## config.mk

```make
export PLATFORM = sky130hd
export DESIGN_NAME = seg7_digit_rx
export DESIGN_NICKNAME = d
export VERILOG_FILES = /design/src/rtl/seg7_digit_rx.sv
export SDC_FILE = /design/constraint.sdc
export NUM_CORES = 1
export LEC_CHECK = 0
export ABC_CLOCK_PERIOD_IN_PS = 2300
export CORE_MARGIN = 2
export CORE_UTILIZATION = 45
export DETAILED_ROUTE_END_ITERATION = 6
export GPL_TIMING_DRIVEN = 0
export PLACE_DENSITY = 0.79
export SLEW_MARGIN = 0
export SYNTH_ARGS = -nofsm -noshare
export SYNTH_HDL_FRONTEND = slang
export SYNTH_SLANG_ARGS = --single-unit
```

## constraint.sdc

```tcl
create_clock -name clk -period 2.3 [get_ports clk]
set_input_delay 0.46 -clock clk [delete_from_list [all_inputs] [get_ports clk]]
set_output_delay 0.46 -clock clk [all_outputs]
set_load 0.05 [all_outputs]
```

## src/rtl/seg7_digit_rx.sv

```systemverilog
// Receive side of the adder display bus: synchronizes the 7-segment pattern plus overflow flag,
// waits for it to settle, decodes it to a BCD/overflow/error token and hands each new token downstream once.
module seg7_digit_rx #(
    parameter int STABLE_CYCLES = 4,
    parameter int ERR_CNT_W     = 8
) (
    input  logic                 clk,
    input  logic                 rst_n,
    input  logic [6:0]           lcd,
    input  logic                 lcd_o,
    output logic                 dig_valid,
    input  logic                 dig_ready,
    output logic [3:0]           dig_value,
    output logic                 dig_ovf,
    output logic                 dig_err,
    output logic [ERR_CNT_W-1:0] err_count
);

    typedef enum logic [1:0] {SETTLE, PRESENT, WAIT_CHG} state_t;

    localparam logic [7:0] STABLE = 8'(STABLE_CYCLES);

    state_t     state, state_nxt;
    logic [7:0] sync1, sync2;
    logic [7:0] cand, cand_nxt;
    logic [7:0] cnt, cnt_nxt;
    logic [7:0] last;
    logic       have_last;
    logic       emit, accept;
    logic [3:0] dec_value;
    logic       dec_ovf, dec_err;

    // The FSM looks at the post-update candidate/count so a pattern is emitted on
    // the same edge its STABLE_CYCLES-th identical sample is taken.
    // NOTE: every combinational output gets a default first, so no path leaves it unassigned (no latch).
    always_comb begin
        cand_nxt = cand;
        cnt_nxt  = cnt;
        if (sync2 != cand) begin
            cand_nxt = sync2;
            cnt_nxt  = 8'd1;
        end else if (cnt != STABLE) begin
            cnt_nxt = cnt + 8'd1;
        end
    end

    always_comb begin
        dec_value = 4'hE;
        dec_ovf   = 1'b0;
        dec_err   = 1'b0;
        case (cand_nxt)
            8'b0_0111111: dec_value = 4'd0;
            8'b0_0000110: dec_value = 4'd1;
            8'b0_1011011: dec_value = 4'd2;
            8'b0_1001111: dec_value = 4'd3;
            8'b0_1100110: dec_value = 4'd4;
            8'b0_1101101: dec_value = 4'd5;
            8'b0_1111101: dec_value = 4'd6;
            8'b0_0000111: dec_value = 4'd7;
            8'b0_1111111: dec_value = 4'd8;
            8'b0_1100111: dec_value = 4'd9;
            8'b1_0000000: begin
                dec_value = 4'hF;
                dec_ovf   = 1'b1;
            end
            default:      dec_err = 1'b1;
        endcase
    end

    always_comb begin
        state_nxt = state;
        emit      = 1'b0;
        accept    = 1'b0;
        case (state)
            SETTLE: begin
                if (cnt_nxt == STABLE) begin
                    if (have_last && cand_nxt == last) begin
                        state_nxt = WAIT_CHG;
                    end else begin
                        emit      = 1'b1;
                        state_nxt = PRESENT;
                    end
                end
            end
            PRESENT: begin
                if (dig_valid && dig_ready) begin
                    accept    = 1'b1;
                    state_nxt = (cand_nxt != last) ? SETTLE : WAIT_CHG;
                end
            end
            WAIT_CHG: begin
                if (sync2 != last) state_nxt = SETTLE;
            end
            default: state_nxt = SETTLE;
        endcase
    end

    // NOTE: sequential state uses non-blocking assignments so every register samples pre-edge values.
    always_ff @(posedge clk) begin
        if (!rst_n) state <= SETTLE;
        else        state <= state_nxt;
    end

    always_ff @(posedge clk) begin
        if (!rst_n) begin
            sync1     <= '0;
            sync2     <= '0;
            cand      <= '0;
            cnt       <= '0;
            last      <= '0;
            have_last <= 1'b0;
            dig_valid <= 1'b0;
            dig_value <= '0;
            dig_ovf   <= 1'b0;
            dig_err   <= 1'b0;
            err_count <= '0;
        end else begin
            sync1 <= {lcd_o, lcd};
            sync2 <= sync1;
            cand  <= cand_nxt;
            cnt   <= cnt_nxt;
            if (emit) begin
                dig_valid <= 1'b1;
                dig_value <= dec_value;
                dig_ovf   <= dec_ovf;
                dig_err   <= dec_err;
                last      <= cand_nxt;
                have_last <= 1'b1;
            end
            if (accept) begin
                dig_valid <= 1'b0;
                if (dig_err && err_count != '1) err_count <= err_count + ERR_CNT_W'(1);
            end
        end
    end

endmodule

```

==> impl_metrics.json, run 1 <==
{
  "status": "complete, no violations",
  "wl_per_cell_um": 13.33,
  "overflow": 0,
  "seq_area_um2": 1171,
  "io_buffers": 24,
  "diodes": 0,
  "dr.pass1.iters": 4,
  "syn_area_per_cell_um2": 9.105,
  "powerDensity_nw_per_um2": 646.1,
  "clock_skew_ns": 0.004981,
  "ios": 26,
  "antenna_found_initial": 0,
  "syn-cell-area_um2": 2659,
  "yosys.area.top_type": "dfxtp_1",
  "power_mw": 2.117,
  "rsz0062_at_grt": "no",
  "startpoint_type": "flop",
  "synth_cell_type_count": 49,
  "path_clk_slew_ns": 0.07,
  "seq_area_frac_synth_pct": 43.67,
  "vias": 2113,
  "clock.fmax_mhz": 444.4,
  "wl_um": 5397,
  "wl_met2_um": 2649,
  "clock_latency_ns": 0.34,
  "cts_tree": "done",
  "cp_num_buf_inv": 2,
  "min_path_type": "reg2reg",
  "wl_met1_um": 2364,
  "post-route-min-period_ns": 2.250,
  "multi_input_area_um2": 1376,
  "antenna_left": 0,
  "cp_data_required_time_ns": 2.53,
  "synth-async-reset-ratio_pct": 0,
  "endpoint": "last[5]",
  "reg2reg_setup_slack_ns": 0.05,
  "drv_slew": 0,
  "syn_to_final_growth_pct": 23.20,
  "tightest_slew_ns": 0.6232,
  "arrival_ns": 2.48,
  "route.met3.wl_um": 261,
  "grt_pass1_vias": 2042,
  "place_congestion": 0.8932,
  "ys_ff_latch": 58,
  "highest_layer": "met4",
  "grt_usage_pct": 18.19,
  "cp_top_family": "compound AO/OA/AOI/OAI gates",
  "yosys_most_used_dff": "dfxtp_1",
  "drive_gt1_share_pct": 11.41,
  "maxCapViolCount": 0,
  "cts_buffer_depth": 2,
  "cp_slowest_stage_delay_ns": 0.37,
  "htree_num_levels": 3,
  "grt_max_degree": 12,
  "die_h_um": 80.87,
  "syn_nets": 306,
  "yosysWarnings": 0,
  "rows": 27,
  "drt_iter0_markers": 97,
  "cp-end-kind": "flop",
  "cts_made_buffers": 9,
  "r2r_end": "last[5]",
  "setup_viol": 0,
  "cts-root-buf": "clkbuf_8",
  "dp_hpwl_um": 3748,
  "startpoint": "cnt[1]",
  "grt_pass1_wl_um": 9080,
  "final_util_pct": 58.41,
  "pre_cts_ws_ns": -0.1870,
  "slew_headroom_pct": 58.38,
  "cts_sinks": 58,
  "synthTopCellsByArea": "dfxtp_1 44%, xnor2_1 7.6%, mux2i_1 5.6%",
  "fin_crit_sh_pct": 97.84,
  "slowest_stage": "dfxtp_4",
  "rr_worst_depth": 9,
  "cp.depth": 9,
  "p_leak_nw": 1.336,
  "worst_r2r_startpoint": "cnt[1]",
  "crit_chain": "ha_4 > xor2_1 > or3_1 > a221oi_2 > o221ai_2 > a211o_1 > buf_6 > buf_8 > mux2i_1",
  "vias_per_cell": 5.217,
  "core_area_um2": 5608,
  "max-vdd-ir-drop_mv": 0.4979,
  "synth_edf_count": 0,
  "die_w_um": 80.87,
  "path_max_fanout": 10,
  "netlist_instances": 292,
  "setup_ws_ns": 0.04971,
  "fin_nets": 342,
  "finalHoldViolations": 0,
  "initial_core_util_pct": 47.41,
  "synth_top_area_share_pct": 43.67,
  "route.detailed.drc": 0,
  "min_from": "sync1[5]",
  "path_class": "reg2reg",
  "n_fill_cell": 513,
  "die-area_um2": 6539
}
## layout by cell type, fill, tap and decap left out, types with 3 or more instances in the layout
cell type,n
dfxtp_1,54
nand2_1,36
clkdlybuf4s50_1,24
xnor2_1,23
and2_1,22
inv_1,16
mux2i_1,15
nor2_1,14
clkbuf_1,10
clkbuf_8,10
xor2_1,9
nand4_1,8
nand3_1,7
o21ai_0,5
nor3_1,5
and3_1,4
or3_1,4
a21oi_1,4
buf_4,4
a21boi_1,3
clkinvlp_4,3
## flip-flops by register name (all words and copies together) (netlist names), 2 cells and up
name	cells
state	2
sync2	8
cand	8
err_count	8
last	8
cnt	8
dig_value	4
sync1	8
## final cells by class
cell class                 instances  share of cell area [%]
clock inverter                     6                   2.024
sequential                        58                   35.75
buffer                            14                   2.445
clock buffer                      10                   4.202
inverter                          17                   1.948
tap                               72                   2.750
timing repair buffer              29                   8.862
multi-input combinational        199                   42.02
## synth_stat cells (3+ instances only)
library cell and n:
inv_1 16, nand3_1 7, o21ai_0 5, nand4_1 8, a21boi_1 3, a21oi_1 4
and3_1 4, ha_1 3, or3_1 4, xnor2_1 23, mux2i_1 15, clkbuf_1 15
nor2_1 14, nand2_1 36, and2_1 22, dfxtp_1 58, nor3_1 5, xor2_1 9
## metrics by stage
step / TNS, ns / cell area (um^2) / hold WS (ns) / cells
3_3_place_gp: -0.9257 / 2997 / 0.4132 / 388
2_1_floorplan: 0 / 2666 / 0.4119 / 292
3_5_place_dp: -1.881 / 2997 / 0.4218 / 388
6_report: 0 / 3276 / 0.4348 / 405
5_1_grt: 0 / 3276 / 0.4537 / 405
4_1_cts: 0 / 3231 / 0.4394 / 402
## worst min path at each step
| stage | to | slack [ns] | cells after the start |
|---|---|---|---|
| global route | sync2[7] | 0.45 | 1 |
| global placement | sync2[3] | 0.41 | 1 |
| floorplan | sync2[0] | 0.41 | 1 |
| CTS | sync2[2] | 0.44 | 1 |
| detailed placement | sync2[1] | 0.42 | 1 |
| finish | sync2[5] | 0.43 | 1 |
## cells by family after synthesis
group | synth area share [%]
AND/OR/NAND/NOR | 24.75
flip-flops | 43.67
buffers and inverters | 5.929
XOR/XNOR | 10.54
AO/OA/AOI/OAI | 8.047
multiplexers | 5.647
adder cells (fa/ha/maj) | 1.412
## routing by layer
layer,track usage (%),vias to the layer above
li1,-,1052
met1,20.59,998
met2,30.25,50
met3,6.778,13
met4,8.644,0
met5,0,-
## where the power goes
part | internal [mW] | switching (mW) | leakage [nW]
Sequential | 1.02 | 0.0173 | 0.474
Clock | 0.528 | 0.414 | 0.0945
Combinational | 0.0640 | 0.0691 | 0.768
Total | 1.62 | 0.500 | 1.34
## timing repair
item | 4_1_cts | 5_1_grt
setup buffers | 2 | 3
pin swaps | 4 | 4
setup endpoints to repair | 17 | 10
gates resized for setup | 8 | 3
hold buffers | 0 | 0
No activity file was read; power rests on OpenSTA's default activity.
==> run 2, diff against run 1 <==
--- a/config.mk
+++ b/config.mk
@@ -6,11 +6,13 @@
 export NUM_CORES = 1
 export LEC_CHECK = 0
 export ABC_CLOCK_PERIOD_IN_PS = 2300
+export CELL_PAD_IN_SITES_DETAIL_PLACEMENT = 1
+export CELL_PAD_IN_SITES_GLOBAL_PLACEMENT = 2
 export CORE_MARGIN = 2
-export CORE_UTILIZATION = 45
+export CORE_UTILIZATION = 32
 export DETAILED_ROUTE_END_ITERATION = 6
 export GPL_TIMING_DRIVEN = 0
-export PLACE_DENSITY = 0.79
+export PLACE_DENSITY = 0.86
 export SLEW_MARGIN = 0
 export SYNTH_ARGS = -nofsm -noshare
 export SYNTH_HDL_FRONTEND = slang
==> impl_metrics.json, run 2 (synthesis results as in run 1) <==
{
  "intPower_mw": 1.633,
  "powerDensity_nw_per_um2": 634.7,
  "path_max_fanout": 7,
  "cp_data_required_time_ns": 2.51,
  "r2r_end": "last[3]",
  "drt_iter0_markers": 24,
  "min_path_type": "reg2reg",
  "setup_viol": 0,
  "hold_slack_ns": 0.4302,
  "min_from": "sync1[2]",
  "dp_hpwl_um": 4200,
  "cts_tree": "done",
  "clock_skew_ns": 0.01166,
  "ios": 26,
  "whs_path_depth": 1,
  "power_mw": 2.113,
  "rows": 33,
  "slew_headroom_pct": 56.11,
  "die_w_um": 95.15,
  "core_area_um2": 8134,
  "post-route-min-period_ns": 2.241,
  "drv_slew": 0,
  "cts_buffer_depth": 2,
  "p_comb_share_pct": 6.3,
  "dr.pass1.iters": 4,
  "multi_input_area_um2": 1385,
  "fin_area_um2": 3329,
  "cts_sinks": 58,
  "finalSetupTns_ns": 0,
  "swShare_pct": 22.72,
  "status": "complete, no violations",
  "clock_latency_ns": 0.33,
  "path_class": "reg2reg",
  "seq_area_um2": 1167,
  "fin_crit_sh_pct": 97.45,
  "antenna_found_initial": 0,
  "initial_core_util_pct": 32.69,
  "wl_um": 5986,
  "die-area_um2": 9054,
  "maxCapViolCount": 0,
  "diodes": 0,
  "syn_to_final_growth_pct": 25.22,
  "arrival_ns": 2.45,
  "grt_usage_pct": 14.07,
  "cp-end-kind": "flop",
  "antenna_left": 0,
  "rsz0062_at_grt": "yes",
  "cts-root-buf": "clkbuf_8",
  "vias": 2104,
  "worst_r2r_startpoint": "cnt[0]",
  "p_leak_nw": 1.360,
  "vias_per_cell": 4.804,
  "grt_max_degree": 11,
  "switchingPower_mw": 0.4800,
  "clkPwrFrac_pct": 44.2,
  "fin_nets": 344,
  "layout_common_cells": "55 x dfxtp_1, 36 x nand2_1, 24 x clkdlybuf4s50_1",
  "wl_per_cell_um": 13.67,
  "ctsHoldBuffers": 0,
  "rr_worst_depth": 9,
  "reg2reg_setup_slack_ns": 0.06,
  "cts_made_buffers": 9,
  "max-vdd-ir-drop_mv": 0.3585,
  "postPlaceCellArea_um2": 3038,
  "grt_pass1_wl_um": 9742,
  "holdPathEnd": "sync2[2]",
  "startpoint_type": "flop",
  "drive_gt1_share_pct": 11.11,
  "io_buffers": 24,
  "htree_num_levels": 3,
  "tightest_slew_ns": 0.6574,
  "route.detailed.drc": 0,
  "path_clk_slew_ns": 0.07,
  "clock.fmax_mhz": 446.2,
  "seq_power_share_pct": 49.4,
  "final_common_cell": "dfxtp_1",
  "finalHoldViolations": 0,
  "n_fill_cell": 938,
  "die_h_um": 95.15,
  "grt_pass1_vias": 2104,
  "overflow": 0,
  "final_util_pct": 40.93,
  "place_congestion": 0.8025
}
-- run 2: stage by stage --
stage / instances / worst slack (ns)
floorplan: 292 / 0.04752
global placement: 421 / -0.1638
detailed placement: 421 / -0.1405
CTS: 432 / 0.00001088
global route: 438 / -0.01296
finish: 438 / 0.05872
-- run 2: critical path, stage by stage (launching register included) --
cell	delay, ns
dfxtp_4	0.37
ha_4	0.17
xor2_1	0.16
or3_4	0.38
a221oi_4	0.25
o221ai_2	0.15
a211o_1	0.25
buf_6	0.13
buf_12	0.13
mux2i_1	0.12
-- run 2: what timing repair did --
item / CTS / global route
resized for setup: 6 / 5
setup endpoints to repair: 14 / 11
buffers inserted: 0 / 7
gates cloned: 0 / 0
pin swaps: 2 / 6
-- run 2: how the worst max path moves through the flow --
stage | endpoint | slack, ns | cells after the start | start
2_1_floorplan | dig_value[3] | 0.05 | 9 | cnt[0]
3_3_place_gp | dig_value[3] | -0.16 | 9 | cnt[0]
3_5_place_dp | dig_value[3] | -0.14 | 9 | cnt[0]
4_1_cts | last[7] | 0.00001 | 8 | sync2[6]
5_1_grt | last[4] | -0.01 | 9 | cnt[0]
6_report | last[3] | 0.06 | 9 | cnt[0]
-- run 2: power by group through the flow --
stage / combinational (mW) / clock [mW] / sequential [mW]
6_report: 0.134 / 0.935 / 1.04
3_3_place_gp: 0.133 / 0 / 1.06
2_1_floorplan: 0.0911 / 0 / 1.06
4_1_cts: 0.131 / 0.967 / 1.04
5_1_grt: 0.150 / 1.01 / 1.05
3_5_place_dp: 0.138 / 0 / 1.06
-- run 2: final cells by class --
cell class	instances	area share (%)
tap	105	3.946
multi-input combinational	199	41.60
sequential	58	35.06
clock inverter	3	1.203
inverter	17	1.917
clock buffer	11	4.547
timing repair buffer	31	9.169
buffer	14	2.555
-- run 2: metal layers --
layer  vias up  part of all wire, %  track usage (%)
met1      1016                   46            16.59
li1       1054                    -                -
met2        26                   50            24.18
met4         0                  1.5            5.797
met5         -                    0                0
met3         8                  3.1            3.636
==> run 3, diff against run 2 <==
--- a/config.mk
+++ b/config.mk
@@ -6,10 +6,11 @@
 export NUM_CORES = 1
 export LEC_CHECK = 0
 export ABC_CLOCK_PERIOD_IN_PS = 2300
-export CELL_PAD_IN_SITES_DETAIL_PLACEMENT = 1
-export CELL_PAD_IN_SITES_GLOBAL_PLACEMENT = 2
+export CELL_PAD_IN_SITES_DETAIL_PLACEMENT = 0
+export CELL_PAD_IN_SITES_GLOBAL_PLACEMENT = 1
+export CORE_ASPECT_RATIO = 0.5
 export CORE_MARGIN = 2
-export CORE_UTILIZATION = 32
+export CORE_UTILIZATION = 39
 export DETAILED_ROUTE_END_ITERATION = 6
 export GPL_TIMING_DRIVEN = 0
 export PLACE_DENSITY = 0.86
==> impl_metrics.json, run 3 (synthesis results as in run 1) <==
{
  "powerDensity_nw_per_um2": 757.6,
  "drt_iter0_markers": 98,
  "final_util_pct": 52.27,
  "cp_data_required_time_ns": 2.51,
  "path_class": "reg2reg",
  "die_w_um": 120.8,
  "r2r_end": "last[3]",
  "path_clk_slew_ns": 0.05,
  "layout_common_cells": "54 x dfxtp_1, 36 x nand2_1, 24 x clkdlybuf4s50_1",
  "cts-root-buf": "clkbuf_16",
  "antenna_found_initial": 0,
  "n_fill_cell": 608,
  "die_h_um": 62.39,
  "place_congestion": 0.8451,
  "cp.depth": 9,
  "drive_gt1_share_pct": 12.50,
  "grt_max_degree": 11,
  "cp_num_buf_inv": 2,
  "rr_worst_depth": 9,
  "arrival_ns": 2.46,
  "die-area_um2": 7534,
  "reg2reg_setup_slack_ns": 0.05,
  "route.detailed.drc": 0,
  "path_max_fanout": 6,
  "tightest_slew_ns": 0.6268,
  "antenna_left": 0,
  "final_common_cell": "dfxtp_1",
  "cp-end-kind": "flop",
  "pre_cts_ws_ns": -0.1980,
  "rows": 21,
  "syn_to_final_growth_pct": 30.68,
  "core_area_um2": 6648,
  "cts_buffer_depth": 2,
  "max-vdd-ir-drop_mv": 0.4364,
  "diodes": 0,
  "startpoint": "cnt[0]",
  "rsz0062_at_grt": "yes",
  "min_path_type": "reg2reg",
  "vias_per_cell": 4.930,
  "finalHoldViolations": 0,
  "fin_nets": 345,
  "clock_latency_ns": 0.32,
  "crit_chain": "ha_4 > xor2_1 > or3_1 > a221oi_2 > o221ai_2 > a211o_1 > buf_6 > buf_4 > mux2i_1",
  "cp_slowest_stage_delay_ns": 0.37,
  "fin_crit_sh_pct": 97.95,
  "wl_um": 5498,
  "overflow": 0,
  "dr.pass1.iters": 6,
  "cts_sinks": 58,
  "gr-usage-met1_pct": 18.28,
  "vias": 2110,
  "grt_pass1_wl_um": 9321,
  "slowest_stage": "dfxtp_4",
  "p_leak_nw": 1.433,
  "min_from": "sync1[0]",
  "setup_ws_ns": 0.04704,
  "drv_slew": 0,
  "setup_viol": 0,
  "io_buffers": 24,
  "worst_r2r_startpoint": "cnt[0]",
  "grt.met2_usage_pct": 27.33,
  "dp_hpwl_um": 3768,
  "top_usage_layer": "met2",
  "clock.fmax_mhz": 443.9,
  "htree_num_levels": 3,
  "grt_usage_pct": 15.82,
  "status": "complete, no violations",
  "ios": 26,
  "cts_tree": "done",
  "met3_usage_pct": 5.839,
  "hold_slack_ns": 0.4301,
  "power_mw": 2.632,
  "holdPathEnd": "sync2[0]",
  "startpoint_type": "flop",
  "post-route-min-period_ns": 2.253,
  "initial_core_util_pct": 40.00,
  "grt_pass1_vias": 2033,
  "clock_skew_ns": 0.007419,
  "maxCapViolCount": 0,
  "cp_top_family": "compound AO/OA/AOI/OAI gates",
  "slew_headroom_pct": 58.14,
  "wl_per_cell_um": 12.85,
  "cts_made_buffers": 9,
  "whs_path_depth": 1
}
## run 3: metal layers
layer  wire [um]  share of wire (%)
met5           0                  0
met4          46               0.84
met3         275                5.0
met2        2643                 48
met1        2532                 46
## run 3: where the power goes
part           internal (mW)  switching [mW]
Sequential              1.03          0.0196
Combinational         0.0644          0.0678
Clock                   1.01           0.448
## run 3: area by class of cell
type                    instances  area (um^2)  share of cell area [%]
inverters                      17        63.81                   1.837
clock buffers                  12        256.5                   7.382
repair buffers                 32        330.3                   9.507
multi-input cells             199         1380                   39.72
clock inverters                 4        73.82                   2.125
well taps                      92        115.1                   3.313
plain buffers                  14        86.33                   2.485
flip-flops and latches         58         1169                   33.63
## run 3: worst max-delay path by stage
stage                               to  slack (ns)
final                          last[3]        0.05
after global routing      dig_value[2]       -0.03
after CTS                 dig_value[3]       0.004
after detailed placement  dig_value[3]       -0.20
after global placement    dig_value[3]       -0.12
after floorplan           dig_value[3]        0.05
## run 3: stage by stage
stage / instances / TNS, ns / cell area (um^2)
floorplan: 292 / 0 / 2666
global placement: 408 / -0.9675 / 3022
detailed placement: 408 / -2.072 / 3022
CTS: 421 / 0 / 3369
global route: 428 / -0.1328 / 3475
finish: 428 / 0 / 3475
## run 3: repair_timing
item	in CTS	in global routing
setup endpoints to repair	17	10
pin swaps	4	4
resized for setup	8	6
gates cloned	0	1
setup buffers	0	7
hold buffers	0	0
